$ cat src/rtl/slave_mem_responder.sv
// Crossbar slave responder: services one req at a time from a word memory, acks after LATENCY edges, rdata one cycle later.
// Optional SLV_RANGE_CHECK_EN: out-of-range writes dropped, out-of-range reads return all ones.
module slave_mem_responder #(
    parameter int N          = 31,
    parameter int DEPTH_LOG2 = 4,
    parameter int LATENCY    = 2
) (
    input  logic         clk,
    input  logic         reset,
    input  logic         req,
    input  logic [N:0]   addr,
    input  logic         cmd,
    input  logic [N:0]   wdata,
    output logic         ack,
    output logic [N:0]   rdata
);

    localparam int DEPTH = 2 ** DEPTH_LOG2;

    typedef enum logic [1:0] {IDLE, WAIT, ACK, DATA} state_t;

    state_t                  state_q;
    logic [3:0]              cnt_q;
    logic [DEPTH_LOG2-1:0]   idx_q;
    logic                    cmd_q;
    logic                    oor_q;
    logic [N:0]              wdata_q;
    logic                    ack_q;
    logic [N:0]              rdata_q;
    logic [N:0]              mem_q [DEPTH];

    logic                    oor_d;
    logic                    unused_addr;

`ifdef SLV_RANGE_CHECK_EN
    assign oor_d = |addr[N-1:DEPTH_LOG2];
`else
    assign oor_d = 1'b0;
`endif

    // addr[N] selects the slave upstream; without range checking the rest above the index aliases.
    assign unused_addr = ^addr[N:DEPTH_LOG2];

    always_ff @(posedge clk or posedge reset) begin
        if (reset) begin
            state_q <= IDLE;
            cnt_q   <= 4'd0;
            idx_q   <= '0;
            cmd_q   <= 1'b0;
            oor_q   <= 1'b0;
            wdata_q <= '0;
            ack_q   <= 1'b0;
            rdata_q <= '0;
            for (int i = 0; i < DEPTH; i++) begin
                mem_q[i] <= '0;
            end
        end else begin
            case (state_q)
                IDLE: begin
                    if (req) begin
                        idx_q   <= addr[DEPTH_LOG2-1:0];
                        cmd_q   <= cmd;
                        oor_q   <= oor_d;
                        wdata_q <= wdata;
                        cnt_q   <= 4'(LATENCY - 1);
                        state_q <= WAIT;
                    end
                end
                WAIT: begin
                    if (cnt_q == 4'd0) begin
                        ack_q   <= 1'b1;
                        state_q <= ACK;
                        // The write lands here so a following read always sees it.
                        if (cmd_q && !oor_q) begin
                            mem_q[idx_q] <= wdata_q;
                        end
                    end else begin
                        cnt_q <= cnt_q - 4'd1;
                    end
                end
                ACK: begin
                    ack_q   <= 1'b0;
                    state_q <= DATA;
                    if (!cmd_q) begin
                        rdata_q <= oor_q ? '1 : mem_q[idx_q];
                    end
                end
                DATA: begin
                    state_q <= IDLE;
                end
                default: begin
                    state_q <= IDLE;
                end
            endcase
        end
    end

    assign ack   = ack_q;
    assign rdata = rdata_q;

endmodule

$ cat config.mk
export PLATFORM = sky130hd
export DESIGN_NAME = slave_mem_responder
export DESIGN_NICKNAME = d
export VERILOG_FILES = /design/src/rtl/slave_mem_responder.sv
export SDC_FILE = /design/constraint.sdc
export NUM_CORES = 1
export LEC_CHECK = 0
export ABC_CLOCK_PERIOD_IN_PS = 24500
export CORE_UTILIZATION = 35
export DETAILED_ROUTE_END_ITERATION = 8
export MAX_ROUTING_LAYER = met4
export PLACE_DENSITY = 0.48
export SYNTH_ARGS = -nofsm -noshare
export SYNTH_HDL_FRONTEND = slang
export SYNTH_SLANG_ARGS = --single-unit
$ cat constraint.sdc
create_clock -name clk -period 24.5 [get_ports clk]
set_clock_uncertainty 0.05 [all_clocks]
set_input_delay 3.675 -clock clk [delete_from_list [all_inputs] [get_ports clk]]
set_output_delay 3.675 -clock clk [all_outputs]
set_load 0.005 [all_outputs]
# [Word-level counts from Yosys, hierarchy flattened]
# Index checks and enable logic that the tools add are counted.
[totals] out_inout_bits=33 in_bits=68 elab_cells=59 register_bits=588
[op_classes] addsub=1 n_mux=14 bitwise=2 n_eq_ne=6 n_reduce_logical=11 n_lt_le_gt_ge=2
[op_table] cell="512-bit bitwise mux" n=1
[op_table] cell="32-bit binary-select mux with 4-bit select" n=1
[op_table] cell="32-bit demux with 4-bit select" n=1
[op_table] cell="32-bit two-way mux" n=3
[op_table] cell="4-bit two-way mux" n=2
[op_table] cell="2-bit case mux with 4 select lines" n=1
[op_table] cell="4-bit case mux with 2 select lines" n=1
[op_table] cell="2-bit AND reduction" n=4
[op_table] cell="2-bit != test, second input constant" n=3
[op_table] cell="3-bit AND reduction" n=2
[op_table] cell="5-bit greater-or-equal comparator, second input constant" n=1
[op_table] cell="5-bit by 1-bit < comparator with 1-bit output, second input constant" n=1
[op_table] cell="4-bit NOT with 5-bit output" n=1
[op_table] cell="2-bit equality test, second input constant" n=2
[op_table] cell="4-bit logical NOT" n=1
[op_table] cell="2-bit two-way mux" n=2
[op_table] cell="2-bit nonzero test" n=2
[op_table] cell="4-bit by 1-bit subtractor with 4-bit output, second input constant" n=1
[op_table] cell="2-bit by 1-bit equality test with 1-bit output, second input constant" n=1
[op_table] cell="2-bit logical NOT" n=1
[op_table] cell="1-bit case mux with 2 select lines" n=1
[op_table] cell="1-bit logical AND" n=1
[op_table] cell="1-bit two-way mux" n=1
[op_table] cell="1-bit NOT" n=1

# [Depth between registers and ports, before layout]
[depth] word_depth=6 ltp_mapped=9 ltp_nobuf=6

# [Least setup slack after synthesis]
# OpenSTA, ideal clock, no wires.
[synth_path] path_type="input-to-reg" start="input port req" end="register cmd_q" n_path_buf=1 t_arrival_ps=4628 required_ps=24325 setup_slack_ps=19697 path_stages=3 setup_time_ps=125 cell_sequence="nand2_1 -> clkbuf_1 -> mux2_2"
[synth_via] elab_chain_cells=1
[synth_rtl] item="start: declaration" line_no="10" rtl="input logic req,"
[synth_rtl] item="2-bit AND reduction (no line)"
[synth_rtl] item="end signal: assignment" line_no="62" rtl="cmd_q <= cmd;"
[synth_rtl] item="end: declaration" line_no="25" rtl="logic cmd_q;"
# Every way passes these cells.
# A chain may end at the register's enable or synchronous reset.

==> out/qor.txt <==
clk_lat worst skew: 0.60 ns
Ant. Diodes: 0
max frequency: 143 MHz
Root Buffer: clkbuf_16
flop-to-flop setup slack: 20.57 ns
CP Capture Type: asynchronous set/reset pin
Cell Pwr Density: 121 nW/um^2
CTS sink cnt: 588
gpl congestion: 0.723
crit path time final: 7.01 ns
Mapped Cells: 1,815
antenna violations before repair: 0
global-route wire length before repair: 103 mm
Crit path max-delay family: buffers and inverters
grt total ovfl: 0
setup TNS: 0 ns
synthesized area: 26,000 sq um
die area: 75,500 sq um
Static Leak: 14.2 nW
Vias: 15,148
WP data required: 25.02 ns
Max clock buf depth: 3
fraction of the yosys area taken by sequential cells: 0.565
failing checks: design-rule violations
Chip Width: 275 um
Synth warnings: 0
Pre-antenna DRT Iters: 6
Clock transition at path regs: 0.06 ns
Worst R2R Path Depth: 6
critical path cell sequence: clkdlybuf4s50_1, inv_8, buf_4, buf_4, buf_4
Final Cell Area: 29,700 sq um
Hold Vio Cnt, Final: 0
most common cell after layout, fill and taps aside: dfrtp_1
unrepaired setup endpoints after global routing: no
post-route antenna net violation count: 0
Num CTS Buffers: 67
share of cells above drive strength 1: 0.382
final slew viol count: 0
Critical Setup Path Class: in -> async
H-tree depth: 3
unique cell type count in the Yosys netlist: 38
Core Util, Final: 0.405
final wirelength: 67.1 mm
share of the clock period used by the worst path: 0.286
Slew Limit Headroom: 0.292
fin nets: 1,914
hold buffer count at cts: 0
CP Buf/Inv Count: 5
post-layout power: 3.60 mW
Critical Path Sink: mem_q[203]
CTS tree: yes
post-cts resize count: 0
final setup violation count: 0
Total GRT Usage: 0.189
DRT iter0 DRCs: 745
Worst R2R End: mem_q[43]
#FFs+latches synth: 588
DR WL/cell: 23.6 um
Initial Util: 0.355
setup bufs post-CTS: 0
Worst-Margin Slew: 1.06 ns
CP most frequent cell: buf_4
CP startpoint: reset
post-DP HPWL: 36.2 mm
num rows: 99
crit path launch type: input pin
CP max-delay cell: buf_4
area post-placement: 27,600 sq um
critical path depth in cells: 5
arrival time worst endpoint: 7.53 ns
status: finished with violations
maximum fanout along the worst path: 120
synthesis-to-layout area growth: 14.1%
port bufs: 72
DRC: 3
Die H: 275 um
most frequent cells in the layout: dfrtp_1 (584), mux2_2 (529), mux2i_1 (193), clkdlybuf4s50_1 (72), clkbuf_16 (68)
core area: 73,300 sq um
IO Pins: 101
vias in the first global route: 16,188
post-synthesis area per instance: 14.3 sq um
largest net degree at the start of global routing: 190
worst reg2reg startpoint: idx_q[2]
syn nets: 1,889
CP peak stage delay: 0.94 ns
min-delay worst type: reg -> reg
vias per cell: 5.33
max_cap viols: 0
worst vdd rail ir drop: 0.0000624 V
## worst min-delay path by stage
stage | to | slack [ns] | from | cells past startpoint
5_1_grt | mem_q[365] | 0.45 | mem_q[365] | 1
2_1_floorplan | mem_q[291] | 0.40 | mem_q[291] | 1
4_1_cts | mem_q[315] | 0.44 | mem_q[315] | 1
6_report | mem_q[259] | 0.43 | mem_q[259] | 1
3_5_place_dp | mem_q[315] | 0.42 | mem_q[315] | 1
3_3_place_gp | mem_q[307] | 0.41 | mem_q[307] | 1
## synth_stat cells (all sizes together)
library cell,number,area share
and3,2,0.00048
a221oi,32,0.011
dfrtp,588,0.57
nor3,6,0.0018
a22o,2,0.00067
nor2,70,0.011
o221a,1,0.00043
nor3b,2,0.00058
mux4,32,0.028
nand3b,6,0.0017
and4,1,0.00034
o221ai,1,0.00034
or3,1,0.00043
a21oi,3,0.00058
a31oi,33,0.0079
nor2b,2,0.00048
o21ai,39,0.0075
a21boi,1,0.00029
nand4,1,0.00024
nand2b,2,0.00048
mux2i,193,0.074
or3b,2,0.00067
ha,6,0.0029
mux2,549,0.24
clkbuf,80,0.012
and2,1,0.00024
o22ai,64,0.015
buf,72,0.015
nand3,5,0.00096
inv,10,0.0014
nand2,8,0.0012
## area by class of cell
class | count | area (sq um)
clock buffers | 95 | 1910
clock inverters | 19 | 175
fillers | 6795 | 43600
inverters | 10 | 45.0
multi-input cells | 1065 | 10600
flip-flops and latches | 588 | 14700
well taps | 959 | 1200
repair buffers | 108 | 1000
## worst register-to-register path: stages, from the launching register on
cell	delay, ns
dfrtp_4	1.06
nand3b_1	0.93
buf_4	0.60
inv_1	0.14
nand2_2	0.25
buf_4	0.41
mux2_2	0.37
## registers in the layout, summed over array words and instances, names as in the netlist
register  cells
cnt_q         4
rdata        32
mem_q       512
wdata_q      32
state_q       2
idx_q         4
ack           1
cmd_q         1
## power by group
part / switching, mW / total (mW) / internal [mW]
logic: 0.468 / 1.01 / 0.537
clock network: 0.400 / 0.965 / 0.565
registers: 0.323 / 1.63 / 1.31
## layer usage
metal  vias up  global-route usage  share of wire  wire (um)
met3        98              0.0274          0.027       1810
met5         -                   -              0          0
li1       6726                   -              -          -
met4         0              0.0496          0.021       1390
met1      8124               0.243           0.46      30600
met2       200               0.311           0.50      33300
## through the flow
stage	hold WS, ns	setup WS, ns	cells
after floorplan	0.403	4.32	1815
after global placement	0.414	16.74	2730
after detailed placement	0.424	16.63	2730
after CTS	0.436	17.28	2844
after global routing	0.454	16.86	2844
final	0.435	17.49	2844
## logic make-up (layout without fill, tap and decap cells)
group / count (synthesis) / in the layout / synth area share
muxes: 774 / 774 / 0.339
DFF: 588 / 588 / 0.565
AOI/OAI and AO/OA: 176 / 176 / 0.0439
buffers and inverters: 162 / 232 / 0.0280
and+or+nand+nor: 109 / 109 / 0.0208
adders and majority gates: 6 / 6 / 0.00288
(Power assumes the default switching activity.)
